<file path="src/rtl/oc8051_wb_pkg.sv">
// Shared definitions for the oc8051 wishbone arbiter: grant-state encoding,
// fairness marker values, default parameters and the data-port byte-select decode.
package oc8051_wb_pkg;

    typedef enum logic [1:0] {
        ST_IDLE  = 2'b00,
        ST_GNT_I = 2'b01,
        ST_GNT_D = 2'b10
    } state_e;

    // Which master was served most recently; the other one wins the next tie.
    localparam logic LAST_I = 1'b0;
    localparam logic LAST_D = 1'b1;

    localparam int TIMEOUT_DEF = 16;
    localparam int CNT_W_DEF   = 5;

    function automatic logic [3:0] byte_sel(input logic [1:0] lane);
        logic [3:0] sel;
        case (lane)
            2'd0:    sel = 4'b0001;
            2'd1:    sel = 4'b0010;
            2'd2:    sel = 4'b0100;
            2'd3:    sel = 4'b1000;
            default: sel = 4'b0001;
        endcase
        return sel;
    endfunction

endpackage

</file>
<file path="src/rtl/oc8051_wb_arbiter_if.sv">
// Bus bundle around the arbiter: instruction port, data port and memory port.
// "slave" is the arbiter's own view; "master" is the surrounding CPU + memory.
interface oc8051_wb_arbiter_if;

    logic [15:0] iadr_i;
    logic        istb_i;
    logic        icyc_i;
    logic [31:0] idat_o;
    logic        iack_o;
    logic        ierr_o;

    logic [15:0] dadr_i;
    logic [7:0]  ddat_i;
    logic        dwe_i;
    logic        dstb_i;
    logic        dcyc_i;
    logic [7:0]  ddat_o;
    logic        dack_o;
    logic        derr_o;

    logic [15:0] madr_o;
    logic [31:0] mdat_o;
    logic        mwe_o;
    logic [3:0]  msel_o;
    logic        mstb_o;
    logic        mcyc_o;
    logic [31:0] mdat_i;
    logic        mack_i;

    modport slave (
        input  iadr_i, istb_i, icyc_i,
        output idat_o, iack_o, ierr_o,
        input  dadr_i, ddat_i, dwe_i, dstb_i, dcyc_i,
        output ddat_o, dack_o, derr_o,
        output madr_o, mdat_o, mwe_o, msel_o, mstb_o, mcyc_o,
        input  mdat_i, mack_i
    );

    modport master (
        output iadr_i, istb_i, icyc_i,
        input  idat_o, iack_o, ierr_o,
        output dadr_i, ddat_i, dwe_i, dstb_i, dcyc_i,
        input  ddat_o, dack_o, derr_o,
        input  madr_o, mdat_o, mwe_o, msel_o, mstb_o, mcyc_o,
        output mdat_i, mack_i
    );

endinterface

</file>
<file path="src/rtl/oc8051_wb_lane.sv">
// Byte-lane steering between the 8-bit data port and the 32-bit memory word.
module oc8051_wb_lane
    import oc8051_wb_pkg::*;
(
    input  logic [1:0]  lane_i,
    input  logic [7:0]  wbyte_i,
    input  logic [31:0] rword_i,
    output logic [3:0]  sel_o,
    output logic [31:0] wword_o,
    output logic [7:0]  rbyte_o
);

    assign sel_o   = byte_sel(lane_i);
    assign wword_o = {4{wbyte_i}};

    // Extract the addressed byte of the read word; byte 0 is bits 7:0.
    always_comb begin
        case (lane_i)
            2'd0:    rbyte_o = rword_i[7:0];
            2'd1:    rbyte_o = rword_i[15:8];
            2'd2:    rbyte_o = rword_i[23:16];
            2'd3:    rbyte_o = rword_i[31:24];
            default: rbyte_o = 8'h00;
        endcase
    end

endmodule

</file>
<file path="src/rtl/oc8051_wb_arbiter.sv">
// Round-robin two-master wishbone arbiter sharing one 32-bit memory between the
// oc8051 instruction-fetch port and its byte-wide data port, with bus timeout.
module oc8051_wb_arbiter
    import oc8051_wb_pkg::*;
#(
    parameter int TIMEOUT = TIMEOUT_DEF,
    parameter int CNT_W   = CNT_W_DEF
)
(
    input  logic                 clk,
    input  logic                 rst,
    oc8051_wb_arbiter_if.slave   bus,
    output logic [1:0]           gnt_o
);

    localparam logic [CNT_W-1:0] TMO_LAST = CNT_W'(TIMEOUT - 1);

    state_e            state_q, state_d;
    logic              last_q, last_d;
    logic [CNT_W-1:0]  cnt_q, cnt_d;

    logic              ireq_s, dreq_s;
    logic              own_req_s, oth_req_s;
    logic              tmo_s;
    logic [3:0]        lane_sel_s;
    logic [31:0]       lane_wdat_s;
    logic [7:0]        lane_rbyte_s;

    logic [15:0]       madr_s;
    logic [31:0]       mdat_s;
    logic              mwe_s;
    logic [3:0]        msel_s;
    logic              mstb_s;

    assign ireq_s = bus.icyc_i & bus.istb_i;
    assign dreq_s = bus.dcyc_i & bus.dstb_i;

    // The timeout fires in the granted cycle that would otherwise be the TIMEOUT-th unacked one.
    assign tmo_s = (TIMEOUT != 0) && (cnt_q == TMO_LAST);

    oc8051_wb_lane u_lane (
        .lane_i  (bus.dadr_i[1:0]),
        .wbyte_i (bus.ddat_i),
        .rword_i (bus.mdat_i),
        .sel_o   (lane_sel_s),
        .wword_o (lane_wdat_s),
        .rbyte_o (lane_rbyte_s)
    );

    // Request of the current owner and of the waiting master.
    always_comb begin
        own_req_s = 1'b0;
        oth_req_s = 1'b0;
        case (state_q)
            ST_GNT_I: begin
                own_req_s = ireq_s;
                oth_req_s = dreq_s;
            end
            ST_GNT_D: begin
                own_req_s = dreq_s;
                oth_req_s = ireq_s;
            end
            default: begin
                own_req_s = 1'b0;
                oth_req_s = 1'b0;
            end
        endcase
    end

    // Next grant, fairness marker and timeout counter.
    always_comb begin
        state_d = state_q;
        last_d  = last_q;
        cnt_d   = cnt_q;
        case (state_q)
            ST_IDLE: begin
                cnt_d = '0;
                if (ireq_s && dreq_s) begin
                    state_d = (last_q == LAST_D) ? ST_GNT_I : ST_GNT_D;
                end else if (ireq_s) begin
                    state_d = ST_GNT_I;
                end else if (dreq_s) begin
                    state_d = ST_GNT_D;
                end else begin
                    state_d = ST_IDLE;
                end
            end
            ST_GNT_I, ST_GNT_D: begin
                if (!own_req_s) begin
                    state_d = ST_IDLE;
                    last_d  = (state_q == ST_GNT_D) ? LAST_D : LAST_I;
                    cnt_d   = '0;
                end else if (bus.mack_i || tmo_s) begin
                    last_d = (state_q == ST_GNT_D) ? LAST_D : LAST_I;
                    cnt_d  = '0;
                    if (oth_req_s) begin
                        state_d = (state_q == ST_GNT_I) ? ST_GNT_D : ST_GNT_I;
                    end else begin
                        state_d = ST_IDLE;
                    end
                end else begin
                    cnt_d = cnt_q + CNT_W'(1);
                end
            end
            default: begin
                state_d = ST_IDLE;
                cnt_d   = '0;
            end
        endcase
    end

    // Arbiter state registers.
    always_ff @(posedge clk or posedge rst) begin
        if (rst) begin
            state_q <= ST_IDLE;
            last_q  <= LAST_D;
            cnt_q   <= '0;
        end else begin
            state_q <= state_d;
            last_q  <= last_d;
            cnt_q   <= cnt_d;
        end
    end

    // Memory-side drive follows the owner; everything is quiet when idle.
    always_comb begin
        madr_s = 16'h0000;
        mdat_s = 32'h0000_0000;
        mwe_s  = 1'b0;
        msel_s = 4'h0;
        mstb_s = 1'b0;
        case (state_q)
            ST_GNT_I: begin
                madr_s = bus.iadr_i;
                msel_s = 4'hF;
                mstb_s = ireq_s;
            end
            ST_GNT_D: begin
                madr_s = {bus.dadr_i[15:2], 2'b00};
                mdat_s = lane_wdat_s;
                mwe_s  = bus.dwe_i;
                msel_s = lane_sel_s;
                mstb_s = dreq_s;
            end
            default: begin
                mstb_s = 1'b0;
            end
        endcase
    end

    assign bus.madr_o = madr_s;
    assign bus.mdat_o = mdat_s;
    assign bus.mwe_o  = mwe_s;
    assign bus.msel_o = msel_s;
    assign bus.mstb_o = mstb_s;
    assign bus.mcyc_o = mstb_s;

    // Read data is forced low during reset so every output is quiet then.
    assign bus.idat_o = rst ? 32'h0000_0000 : bus.mdat_i;
    assign bus.ddat_o = rst ? 8'h00 : lane_rbyte_s;

    assign bus.iack_o = bus.mack_i & (state_q == ST_GNT_I) & ireq_s;
    assign bus.dack_o = bus.mack_i & (state_q == ST_GNT_D) & dreq_s;
    assign bus.ierr_o = tmo_s & ~bus.mack_i & (state_q == ST_GNT_I) & ireq_s;
    assign bus.derr_o = tmo_s & ~bus.mack_i & (state_q == ST_GNT_D) & dreq_s;

    assign gnt_o = {state_q == ST_GNT_D, state_q == ST_GNT_I};

endmodule

</file>
<file path="src/flat_wrapper.sv">
// flat-port wrapper written by rule: the top's interface ports become plain ports
module oc8051_wb_arbiter_flat import oc8051_wb_pkg::*;
#(
    parameter int TIMEOUT = TIMEOUT_DEF,
    parameter int CNT_W   = CNT_W_DEF
)
  (clk, rst, gnt_o, bus_iadr_i, bus_istb_i, bus_icyc_i, bus_idat_o, bus_iack_o, bus_ierr_o, bus_dadr_i, bus_ddat_i, bus_dwe_i, bus_dstb_i, bus_dcyc_i, bus_ddat_o, bus_dack_o, bus_derr_o, bus_madr_o, bus_mdat_o, bus_mwe_o, bus_msel_o, bus_mstb_o, bus_mcyc_o, bus_mdat_i, bus_mack_i);
  oc8051_wb_arbiter_if bus_i ();
  input  logic clk;
  input  logic rst;
  output logic [1:0] gnt_o;
  input wire logic [$bits(bus_i.iadr_i)-1:0] bus_iadr_i;
  input wire logic [$bits(bus_i.istb_i)-1:0] bus_istb_i;
  input wire logic [$bits(bus_i.icyc_i)-1:0] bus_icyc_i;
  output wire logic [$bits(bus_i.idat_o)-1:0] bus_idat_o;
  output wire logic [$bits(bus_i.iack_o)-1:0] bus_iack_o;
  output wire logic [$bits(bus_i.ierr_o)-1:0] bus_ierr_o;
  input wire logic [$bits(bus_i.dadr_i)-1:0] bus_dadr_i;
  input wire logic [$bits(bus_i.ddat_i)-1:0] bus_ddat_i;
  input wire logic [$bits(bus_i.dwe_i)-1:0] bus_dwe_i;
  input wire logic [$bits(bus_i.dstb_i)-1:0] bus_dstb_i;
  input wire logic [$bits(bus_i.dcyc_i)-1:0] bus_dcyc_i;
  output wire logic [$bits(bus_i.ddat_o)-1:0] bus_ddat_o;
  output wire logic [$bits(bus_i.dack_o)-1:0] bus_dack_o;
  output wire logic [$bits(bus_i.derr_o)-1:0] bus_derr_o;
  output wire logic [$bits(bus_i.madr_o)-1:0] bus_madr_o;
  output wire logic [$bits(bus_i.mdat_o)-1:0] bus_mdat_o;
  output wire logic [$bits(bus_i.mwe_o)-1:0] bus_mwe_o;
  output wire logic [$bits(bus_i.msel_o)-1:0] bus_msel_o;
  output wire logic [$bits(bus_i.mstb_o)-1:0] bus_mstb_o;
  output wire logic [$bits(bus_i.mcyc_o)-1:0] bus_mcyc_o;
  input wire logic [$bits(bus_i.mdat_i)-1:0] bus_mdat_i;
  input wire logic [$bits(bus_i.mack_i)-1:0] bus_mack_i;
  assign bus_i.iadr_i = bus_iadr_i;
  assign bus_i.istb_i = bus_istb_i;
  assign bus_i.icyc_i = bus_icyc_i;
  assign bus_idat_o = bus_i.idat_o;
  assign bus_iack_o = bus_i.iack_o;
  assign bus_ierr_o = bus_i.ierr_o;
  assign bus_i.dadr_i = bus_dadr_i;
  assign bus_i.ddat_i = bus_ddat_i;
  assign bus_i.dwe_i = bus_dwe_i;
  assign bus_i.dstb_i = bus_dstb_i;
  assign bus_i.dcyc_i = bus_dcyc_i;
  assign bus_ddat_o = bus_i.ddat_o;
  assign bus_dack_o = bus_i.dack_o;
  assign bus_derr_o = bus_i.derr_o;
  assign bus_madr_o = bus_i.madr_o;
  assign bus_mdat_o = bus_i.mdat_o;
  assign bus_mwe_o = bus_i.mwe_o;
  assign bus_msel_o = bus_i.msel_o;
  assign bus_mstb_o = bus_i.mstb_o;
  assign bus_mcyc_o = bus_i.mcyc_o;
  assign bus_i.mdat_i = bus_mdat_i;
  assign bus_i.mack_i = bus_mack_i;
  oc8051_wb_arbiter #(.TIMEOUT(TIMEOUT), .CNT_W(CNT_W)) u_core (.clk(clk), .rst(rst), .bus(bus_i), .gnt_o(gnt_o));
endmodule
</file>
<file path="config.mk">
export PLATFORM = sky130hd
export DESIGN_NAME = oc8051_wb_arbiter_flat
export DESIGN_NICKNAME = d
export VERILOG_FILES = /design/src/rtl/oc8051_wb_pkg.sv /design/src/rtl/oc8051_wb_arbiter_if.sv /design/src/rtl/oc8051_wb_lane.sv /design/src/rtl/oc8051_wb_arbiter.sv /design/src/flat_wrapper.sv
export SDC_FILE = /design/constraint.sdc
export NUM_CORES = 1
export LEC_CHECK = 0
export CAP_MARGIN = 20
export CORE_MARGIN = 3
export CORE_UTILIZATION = 32
export CTS_CLUSTER_SIZE = 14
export DETAILED_ROUTE_END_ITERATION = 7
export PLACE_DENSITY = 0.91
export SLEW_MARGIN = 40
export SYNTH_ARGS = -nofsm -noshare
export SYNTH_HDL_FRONTEND = slang
export SYNTH_HIERARCHICAL = 1
export SYNTH_SLANG_ARGS = --single-unit
export TNS_END_PERCENT = 10
</file>
<file path="constraint.sdc">
create_clock -name clk -period 4.24 [get_ports clk]
set_input_delay 0.424 -clock clk [delete_from_list [all_inputs] [get_ports clk]]
set_output_delay 0.424 -clock clk [all_outputs]
set_load 0.005 [all_outputs]
</file>
After elaboration in Yosys (flattened, before gate mapping)
Index checks and enable logic that the tools add are counted.
Widths: inputs -> output; s select.
{"block": "totals", "register_bits": 8, "in_bits": 80, "output_inout_bits": 101, "elab_cells": 55}
{"block": "op_classes", "addsub": 1, "eq_ne": 8, "mux": 25, "n_bitwise": 12, "n_reduce_logical": 6}
{"cell": "$mux 32", "n": 2}
{"cell": "$pmux 16 s2", "n": 1}
{"cell": "$pmux 8 s4", "n": 1}
{"cell": "$mux 2", "n": 8}
{"cell": "$pmux 4 s4", "n": 1}
{"cell": "$mux 5", "n": 3}
{"cell": "$and 1x1->1", "n": 11}
{"cell": "$mux 8", "n": 1}
{"cell": "$pmux 4 s2", "n": 1}
{"cell": "$eq 2x2->1 const B", "n": 3}
{"cell": "$add 5x1->5 const B", "n": 1}
{"cell": "$eq 5x4->1 const B", "n": 1}
{"cell": "$eq 2x1->1 const B", "n": 2}
{"cell": "$logic_not 2->1", "n": 2}
{"cell": "$mux 1", "n": 4}
{"cell": "$pmux 1 s2", "n": 2}
{"cell": "$pmux 2 s2", "n": 1}
{"cell": "$ne 3x2->1 const B", "n": 1}
{"cell": "$ne 2x1->1 const B", "n": 1}
{"cell": "$reduce_and 2->1", "n": 1}
{"cell": "$reduce_or 2->1", "n": 1}
{"cell": "$logic_and 1x1->1", "n": 1}
{"cell": "$logic_or 1x1->1", "n": 1}
{"cell": "$not 1->1", "n": 1}

Logic depth before layout (Yosys ltp)
Gate-level depths: netlist (run 1).
{"block": "depth", "word_depth": 6, "ltp_mapped": 7, "mapped_depth_nobuf": 6}

Modules after synthesis
Netlist (run 1), hierarchy kept.
{"module": "oc8051_wb_arbiter", "n_inst": 1, "cells_each": 172, "area_per_inst_um2": 1266.2, "seq_area_each_um2": 201.4}
{"module": "oc8051_wb_lane", "n_inst": 1, "cells_each": 46, "area_per_inst_um2": 467.9, "seq_area_each_um2": 0.0}

Worst setup path before layout (run 1)
Ideal clock, no wire load.
{"block": "synth_path", "path_type": "register to output", "from": "register u_core.state_q[0]", "to": "output bus_madr_o[10]", "arrival_time_ns": 1.624, "t_required_ns": 3.816, "setup_slack_ns": 2.192, "stages_incl_launch_ff": 8, "path_buffers": 3, "path_cell_list": "dfrtp_1 > inv_1 > ha_1 > buf_6 > and2_2 > buf_2 > buf_2 > a22o_1"}
{"block": "synth_between", "elab_chain_len": 2, "word_cells_on_any_way": 3, "cone_classes": "eq/ne (2); mux (1)"}
{"element": "start, declared", "line": "oc8051_wb_arbiter.sv:18", "source": "state_e state_q, state_d;"}
{"element": "start signal, assigned", "line": "oc8051_wb_arbiter.sv:119", "source": "state_q <= state_d;"}
{"element": "$eq 2x2->1 / $eq 2x1->1 (equally long branches)", "line": "oc8051_wb_arbiter.sv:132", "source": "case (state_q)"}
{"element": "$pmux 16 s2 (*)", "line": "oc8051_wb_arbiter.sv:132"}
{"element": "end, declared", "line": "flat_wrapper.sv:26", "source": "output wire logic [$bits(bus_i.madr_o)-1:0] bus_madr_o;"}
Mark *: on every way between the ends. The rest lies on a longest branch, timed or not.

Worst setup path in the final report (run 1)
{"block": "layout_path", "from": "input bus_dadr_i[0]", "to": "output bus_ddat_o[7]"}
{"block": "layout_between", "elab_chain_len": 3, "word_cells_on_any_way": 6, "cone_classes": "eq/ne (3); mux (2); reduce/logical (1)"}
{"element": "start, declared", "line": "flat_wrapper.sv:18", "source": "input wire logic [$bits(bus_i.dadr_i)-1:0] bus_dadr_i;"}
{"element": "$eq 2x2->1 (tied with other cells)", "line": "oc8051_wb_lane.sv:18", "source": "case (lane_i)"}
{"element": "$pmux 8 s4 (*)", "line": "oc8051_wb_lane.sv:18"}
{"element": "named net u_core.lane_rbyte_s[7]", "line": "oc8051_wb_arbiter.sv:27", "source": "logic [7:0] lane_rbyte_s;"}
{"element": "$mux 8 (*)", "line": "oc8051_wb_arbiter.sv:160", "source": "assign bus.ddat_o = rst ? 8'h00 : lane_rbyte_s;"}
{"element": "end, declared", "line": "flat_wrapper.sv:23", "source": "output wire logic [$bits(bus_i.ddat_o)-1:0] bus_ddat_o;"}
The timed path passes the listed nets; every way through them passes the cells marked *.

==> metrics, run 1 <==
#FFs+latches synth 8; P_sw 0.136 mW; largest family of logic cells by synthesized area simple AND/OR/NAND/NOR gates; Final Hold Vio Count 0; Reg power frac 18.1%; R2R Setup Slk ~2100 ps; minimum clock period approximately 3000 ps; startpoint types input port; hold path cells 1; count of different cell masters after synthesis 36; CTS tree done; largest net degree at the start of global routing 42; most frequent cells in the layout clkdlybuf4s50_1 (180), nor2b_1 (41), and2_1 (35), a22o_1 (15), nor2_1 (11); internal power between 0.3 and 0.4 mW; Design Power roughly 0.48 mW; Power Density 143 nW/µm²; Initial Util 33.5%; Post-synth EDFFs 0; drt via density between 4 and 5; period utilisation layout between 60% and 70%; Inserted Diodes 0; first-pass GRT wire length 9.96 mm; postcts setup bufs 0; Clk Latency, worst-skew pair between 200 and 250 ps; CTS Buf Count 3; detailed-route via count between 1.5k and 2k; synth top area cells nor2b_1 (15%), buf_4 (14%), and2_1 (13%), dfrtp_1 (10%), mux4_2 (7.8%); setup TNS 0 ps; syn avg cell area 7.95 µm²; Crit Path Category input port to output pin; Combinational Power Share 61.6%; sw frac 28.3%; Slew headroom 60.3%; Compound-Gate Fraction of Synth Area ~13%; Worst Max-Slew Pin Slew about 600 ps; placed wire-length estimate 5.74 mm; Pins Over Slew Limit 0; Gates resized, CTS repair 0; Nets roughly 440; syn_nets 305; Clock Path Buffers 2; YS warnings 6; final setup fails 0; H-tree depth 1; worst clock skew slightly below 4 ps; maximum capacitance violations 0; Worst Hold Launch u_core/cnt_q[0]; Post-Synth XOR/XNOR Area between 1 and 1.5%; # port buffers 180; gate count of the mapped netlist 218; r2r worst-path depth 6; Ports 181; Clock Power Share between 20% and 30%; leak pwr about 1.3 nW; Clock transition at path regs 40 ps; terminus of the critical flop-to-flop path u_core/last_q; sequential share of the synthesized area 11.6%; Yosys top cell by area nor2b_1; layout cell share with drive strength beyond 1 4.78%; post-cts hold buffer count 0; simple-gate share of the synthesized area 37.3%; Site Rows 26; core box area 5170 µm²; antenna violations before repair 0; die area 6340 µm²; vias in the first global route 1903; Sink Count 8; FF-to-FF Start u_core/state_q[0]; mux cell area share after synthesis a little under an eighth; asr flop ratio synth 100%; synthesis-to-layout area growth 93.7%; Post-Synth Adder-Cell Area 5.05%; post-synthesis instance area 1730 µm²; antenna-violating nets left 0; CP endpoint kind output pin; CP max FO 12; clock root cell clkbuf_8; RSZ-0062 raised after global routing no; peak supply drop approximately 0.15 mV; die boundary height 79.6 µm; routability cong. 0.906; First-pass DRT Iterations 4; Synth Flop Type dfrtp_1; outcome completed; most common cell after layout, fill and taps aside clkdlybuf4s50_1; area fraction of the dominant cell type after synthesis 14.8%; # DRC 0; GRT Total Usage around a fifth; final core utilization 64.9%; Critical Path AT roughly 2500 ps; GR Overflow Total 0; Max Clock Freq ~340 MHz; routed len/inst 15.8 µm; die width 79.6 µm; Post-Route WL 6.71 mm; DR iter-0 viols 63; Critical Path RT 3820 ps; HP Class flop to flop; Hold Path Sink u_core/cnt_q[0]
-- power by group through the flow --
stage          Sequential, mW  Clock, mW  Combinational, mW
4_1_cts                0.0867      0.100              0.298
5_1_grt                0.0878      0.102              0.319
6_report               0.0869     0.0972              0.296
2_1_floorplan          0.0866          0              0.126
3_5_place_dp           0.0877          0              0.297
3_3_place_gp           0.0873          0              0.290
-- stage by stage --
stage          area (µm²)  setup slack, ps  hold WS (ps)  cells
2_1_floorplan        1730             2190           433    218
3_3_place_gp         3310             1290           454    422
3_5_place_dp         3310             1270           453    422
5_1_grt              3360             1160           488    426
4_1_cts              3360             1270           466    426
6_report             3360             1290           466    426
-- cell usage after synthesis (2+ instances only) --
master	instances
a21o_1	4
a22o_1	15
and2_1	35
and2_2	2
and3_2	2
buf_2	5
buf_4	33
buf_6	2
clkbuf_1	8
dfrtp_1	7
ha_1	7
inv_1	6
mux4_1	2
mux4_2	6
nand2_1	4
nand3_1	6
nand4_1	4
nor2_1	11
nor2b_1	41
o21ai_0	2
-- final cells by class --
class	instances	area, µm²
fillers	427	1810
flip-flops and latches	8	201
clock buffers	4	45.0
inverters	6	22.5
repair buffers	182	1820
well taps	70	87.6
multi-input cells	156	1180
-- worst max-delay path, cell delays in order --
cell and delay [ps]:
clkdlybuf4s50_1 850, mux4_1 640, nor2b_1 150, clkdlybuf4s50_1 460
-- routing by layer --
metal	GRT usage [%]	vias up	share of wire, %
met2	39.8	106	54
met1	19.0	887	32
met4	7.22	0	3.4
li1	-	988	-
met3	5.08	17	10
met5	0	-	0
-- how the worst max path moves through the flow --
stage | startpoint | endpoint | slack [ps] | cells past startpoint
finish | bus_dadr_i[0] | bus_ddat_o[7] | 1290 | 4
global route | bus_dadr_i[0] | bus_ddat_o[7] | 1160 | 4
CTS | bus_dadr_i[0] | bus_ddat_o[7] | 1270 | 4
detailed placement | bus_dadr_i[0] | bus_ddat_o[7] | 1270 | 4
global placement | bus_dadr_i[0] | bus_ddat_o[0] | 1290 | 4
floorplan | u_core/state_q[0] | bus_madr_o[10] | 2190 | 7
-- cell families after synthesis --
logic type / Yosys count
buffers and inverters: 54
AO/OA/AOI/OAI: 29
AND/OR/NAND/NOR: 109
XOR/XNOR: 2
adder cells (fa/ha/maj): 7
flip-flops: 8
multiplexers: 9
-- flip-flops by register name (all words and copies together), names as in the netlist --
signal	flops
u_core/cnt_q	5
u_core/state_q	2
u_core/last_q	1
Power figures use the tool's default switching activity.
==> inputs of run 2 (changes only) <==
--- a/config.mk
+++ b/config.mk
@@ -7,10 +7,10 @@
 export LEC_CHECK = 0
 export CAP_MARGIN = 20
 export CORE_MARGIN = 3
-export CORE_UTILIZATION = 32
+export CORE_UTILIZATION = 27
 export CTS_CLUSTER_SIZE = 14
 export DETAILED_ROUTE_END_ITERATION = 7
-export PLACE_DENSITY = 0.91
+export PLACE_DENSITY = 0.82
 export SLEW_MARGIN = 40
 export SYNTH_ARGS = -nofsm -noshare
 export SYNTH_HDL_FRONTEND = slang
==> constraint.sdc (replaced) <==
create_clock -name clk -period 2.4 [get_ports clk]
set_input_delay 0.24 -clock clk [delete_from_list [all_inputs] [get_ports clk]]
set_output_delay 0.24 -clock clk [all_outputs]
set_load 0.005 [all_outputs]
==> run 2 against run 1 <==
Net effect:
- first-iteration DRC count down 57%
- register-to-register slack worse by 1700 ps
- via count up 0.10%
- flip-flop and latch count unchanged
- global-route usage down 3.4 points
- critical path type is now flop to output pin
- critical endpoint is now bus_madr_o[14]
- highest routed layer unchanged
==> metrics, run 2 (synthesis gave the netlist of run 1 again) <==
crit-path cells inv_1, ha_1, and2_4, a22o_1, clkdlybuf4s50_1; R2R Setup Slk 370 ps; largest net degree at the start of global routing 42; Final Hold Vio Count 0; CTS Buf Count 3; Worst Hold Launch u_core/cnt_q[0]; Clk Latency, worst-skew pair 230 ps; Combinational Power Share ~62%; Reg power frac 18.1%; antenna-violating nets left 0; met2 Use GR approximately a third; CP endpoint kind output pin; fill count 551; Initial Util 28.6%; maximum capacitance violations 0; final core utilization between 50% and 60%; Pins Over Slew Limit 0; largest registers u_core/cnt_q (5), u_core/state_q (2), u_core/last_q (1); HP Class flop to flop; antenna violations before repair 0; minimum clock period around 2300 ps; Ports 181; Nets 447; # DRC 0; H-tree depth 1; placed wire-length estimate 5.58 mm; worst clock skew 1.61 ps; Inserted Diodes 0; Critical Path AT between 2000 and 2500 ps; internal power 0.617 mW; Critical Path RT 2160 ps; postcts setup bufs 0; die width 86.1 µm; first-pass GRT wire length 9.91 mm; r2r worst-path depth 7; most frequent cells in the layout clkdlybuf4s50_1 (180), nor2b_1 (41), and2_1 (35), a22o_1 (15), nor2_1 (11); period utilisation layout 95.5%; M3 GR Usage 2.79%; most common cell after layout, fill and taps aside clkdlybuf4s50_1; terminus of the critical flop-to-flop path u_core/last_q; P_sw 0.235 mW; GR Overflow Total 0; routed len/inst 14.9 µm; Power Density between 200 and 250 nW/µm²; final setup fails 0; startpoint types flop; Buf+Inv Stages, Crit Path 2; core box area 6060 µm²; Max Clock Freq 436 MHz; Crit Path Category flop to output pin; routability cong. 0.861; Clock Path Buffers 2; # port buffers 180; setup TNS 0 ps; Worst Max-Slew Pin Slew 476 ps; Critical Path Max Stage Delay 510 ps; detailed-route via count 2000; Clock Power Share approximately a fifth; DR iter-0 viols 27; die boundary height 86.1 µm; Site Rows 28; Post-Route WL 6.47 mm; First-pass DRT Iterations 4; GRT Total Usage 16.5%; Top delay family on crit path buffers and inverters; Slew headroom 68.2%; vias in the first global route around 2.0k; Slowest-stage cell, CP clkdlybuf4s50_1; clock root cell clkbuf_8; outcome completed; leak pwr 1.33 nW; sw frac 27.5%; max reg flops 5; FF-to-FF Start u_core/state_q[0]; CTS tree done; hold path cells 1; Clock transition at path regs ~40 ps; layout cell share with drive strength beyond 1 5.85%; synthesis-to-layout area growth 96.5%; Sink Count 8; CP max FO 18; peak supply drop 0.272 mV; grt met1 use approximately 17%; die area 7420 µm²; RSZ-0062 raised after global routing no; drt via density 4.61; Hold Path Sink u_core/cnt_q[0]; Largest Register u_core/cnt_q; Top Usage Layer GRT met2
run 2: cell count changes in the layout (fill, tap and decap cells not counted), sizes merged:
cell  delta
buf      +3
run 2: how the worst max path moves through the flow:
stage	startpoint	to	slack, ps	depth (start not counted)
5_1_grt	u_core/state_q[1]	bus_madr_o[7]	5	5
3_3_place_gp	bus_dadr_i[0]	bus_ddat_o[0]	120	5
2_1_floorplan	u_core/state_q[0]	bus_madr_o[10]	540	7
3_5_place_dp	bus_dadr_i[0]	bus_ddat_o[0]	120	5
6_report	u_core/state_q[1]	bus_madr_o[14]	110	5
4_1_cts	u_core/state_q[0]	bus_madr_o[14]	6	5
run 2: cell type report:
cell class / count / area, µm² / share of cell area [%]
repair buffers: 185 / 1860 / 54.5
flip-flops and latches: 8 / 203 / 5.95
clock buffers: 4 / 45.0 / 1.32
well taps: 75 / 93.8 / 2.75
inverters: 6 / 22.5 / 0.661
multi-input cells: 156 / 1190 / 34.9
run 2: timing repair:
item	in CTS	in global routing
resized for setup	1	3
endpoints found under the hold margin	0	0
setup endpoints to repair	3	25
gates cloned	0	0
hold buffers	0	0
run 2: metrics by stage:
stage                     power [mW]  hold WS [ps]  area, µm²  std cells  setup WS, ps
after floorplan                0.375           268       1730        218           536
after global placement         0.677           451       3350        430           120
after detailed placement       0.686           454       3350        430           120
after CTS                      0.862           462       3400        434          6.05
after global routing           0.915           501       3410        434          4.72
final                          0.852           459       3410        434           108
run 2: power by group through the flow:
stage	registers, mW	logic, mW	clock network, mW
6_report	0.154	0.531	0.167
5_1_grt	0.155	0.576	0.185
4_1_cts	0.153	0.534	0.174
3_5_place_dp	0.155	0.531	0
3_3_place_gp	0.154	0.523	0
2_1_floorplan	0.153	0.222	0
run 2: worst reg2reg max path, delay by kind of cell, from the launching register on:
family	cells	cell delay (ps)
buf+inv	2	250
compound gates	1	420
simple gates	2	250
flops	1	400
mux	1	310
fa+ha+maj	1	330
run 2: routing by layer:
| layer | vias up | share of wire, % |
|---|---|---|
| met1 | 915 | 35 |
| met5 | - | 0 |
| met3 | 6 | 7.2 |
| met4 | 0 | 0.56 |
| li1 | 995 | - |
| met2 | 84 | 57 |
==> inputs of run 3 (changes only) <==
--- a/config.mk
+++ b/config.mk
@@ -7,10 +7,11 @@
 export LEC_CHECK = 0
 export CAP_MARGIN = 20
 export CORE_MARGIN = 3
-export CORE_UTILIZATION = 27
+export CORE_UTILIZATION = 29
 export CTS_CLUSTER_SIZE = 14
 export DETAILED_ROUTE_END_ITERATION = 7
-export PLACE_DENSITY = 0.82
+export PLACE_DENSITY = 0.83
+export RECOVER_POWER = 25
 export SLEW_MARGIN = 40
 export SYNTH_ARGS = -nofsm -noshare
 export SYNTH_HDL_FRONTEND = slang
==> constraint.sdc (replaced) <==
create_clock -name clk -period 2.25 [get_ports clk]
set_input_delay 0.225 -clock clk [delete_from_list [all_inputs] [get_ports clk]]
set_output_delay 0.225 -clock clk [all_outputs]
set_load 0.005 [all_outputs]
==> run 3 against run 2 <==
Net effect:
- sequential power rose by 8%
- clock-buffer cell count did not move
- sequential share of layout area fell by 0.16 points
- largest cell class unchanged
==> metrics, run 3 (synthesis gave the netlist of run 1 again) <==
hold path cells 1; # port buffers 180; antenna-violating nets left 0; most frequent cells in the layout clkdlybuf4s50_1 (156), nor2b_1 (41), and2_1 (35), dlygate4sd3_1 (21), a22o_1 (15); clock root cell clkbuf_8; Hold Path Sink u_core/cnt_q[0]; layout cell share with drive strength beyond 1 8.54%; H-tree depth 1; Clock transition at path regs 40 ps; Design Area, Final 3500 µm²; M3 GR Usage 3.97%; Non-Filler Instances 435; die area 6940 µm²; Placement Cell Area 3380 µm²; Top Usage Layer GRT met2; final setup fails 0; maximum capacitance violations 0; vias in the first global route 1955; max reg flops 5; Initial Util between 30% and 40%; Nets around 450; Clk Latency, worst-skew pair 230 ps; Worst Max-Slew Pin Slew ~430 ps; grt met1 use 16.6%; Pins Over Slew Limit 0; placed cell count 427; worst clock skew roughly 2.8 ps; Post-Route WL about 6 mm; leak pwr between 1 and 1.5 nW; routed len/inst 13.8 µm; largest registers u_core/cnt_q (5), u_core/state_q (2), u_core/last_q (1); final core utilization between 60% and 70%; placed wire-length estimate 4.99 mm; R2R Setup Slk 210 ps; Final Hold Vio Count 0; detailed-route via count 2000; die width 83.3 µm; met2 Use GR 30.7%; Sink Count 8; drt via density 4.60; Site Rows 27; synthesis-to-layout area growth 102%; terminus of the critical flop-to-flop path u_core/last_q; first-pass GRT wire length approximately 9.3 mm; FF-to-FF Start u_core/state_q[0]; antenna violations before repair 0; First-pass DRT Iterations 4; Inserted Diodes 0; CTS Buf Count 3; CP max FO 18; Clock Path Buffers 2; most common cell after layout, fill and taps aside clkdlybuf4s50_1; largest net degree at the start of global routing 42; Critical Path RT approximately 2000 ps; RSZ-0062 raised after global routing no; routability cong. 0.879; setup slack at placement -2.15 ps; outcome completed; startpoint types flop; Max Clock Freq 460 MHz; # DRC 0; period utilisation layout 96.6%; Largest Register u_core/cnt_q; Crit Path Category flop to output pin; GR Overflow Total 0; DR iter-0 viols 35; HP Class flop to flop; Slew headroom between 70% and 80%; r2r worst-path depth 8; Critical Path AT 1950 ps; min setup slack post-route 77.1 ps; die boundary height 83.3 µm; peak supply drop 0.143 mV; Worst Hold Launch u_core/cnt_q[0]; GRT Total Usage 15.8%; minimum clock period 2170 ps; CTS tree done; Power Density 265 nW/µm²; core box area 5640 µm²; Ports 181; CP endpoint kind output pin
run 3: timing repair:
action	CTS	global route
endpoints found under the setup margin	19	22
hold buffers	0	0
pin swaps	0	3
cloned	0	1
resized for setup	3	12
setup buffers	0	3
run 3: how the worst max path moves through the flow:
stage,start,endpoint,slack (ps),cells past startpoint
finish,u_core/state_q[0],bus_madr_o[12],80,5
global route,u_core/state_q[0],bus_mcyc_o,20,6
floorplan,u_core/state_q[0],bus_madr_o[10],400,7
CTS,u_core/state_q[0],bus_madr_o[12],-20,5
global placement,bus_dadr_i[0],bus_ddat_o[0],20,5
detailed placement,bus_dadr_i[0],bus_ddat_o[0],-2,5
run 3: stage by stage:
step | setup TNS, ps | hold WS [ps] | power, mW
after global placement | 0 | 450 | 0.730
final | 0 | 459 | 0.929
after CTS | -53.3 | 464 | 0.924
after global routing | 0 | 505 | 0.990
after floorplan | 0 | 253 | 0.400
after detailed placement | -2.15 | 459 | 0.738
run 3: per-layer routing:
| metal | vias to the layer above | wire length, µm |
|---|---|---|
| met1 | 889 | 2160 |
| met5 | - | 0 |
| met2 | 102 | 3240 |
| met3 | 6 | 551 |
| met4 | 0 | 69 |
| li1 | 1003 | - |
run 3: cell type report:
class                   count  area [µm²]
clock buffers               4        45.0
well taps                  72        90.1
repair buffers            188        1900
multi-input cells         157        1240
flip-flops and latches      8         203
fillers                   466        2140
inverters                   6        22.5
run 3: report_power, final:
group | leakage (nW) | total, mW | switching, mW | internal [mW]
clock | 0.0228 | 0.178 | 0.0556 | 0.123
sequential | 0.105 | 0.166 | 0.00941 | 0.156
combinational | 1.30 | 0.585 | 0.194 | 0.391
run 3: critical path: stages, from the launching register on:
cell	delay, ps
dfrtp_2	420
inv_2	80
ha_4	290
and2_4	250
a22o_1	150
clkdlybuf4s50_1	520
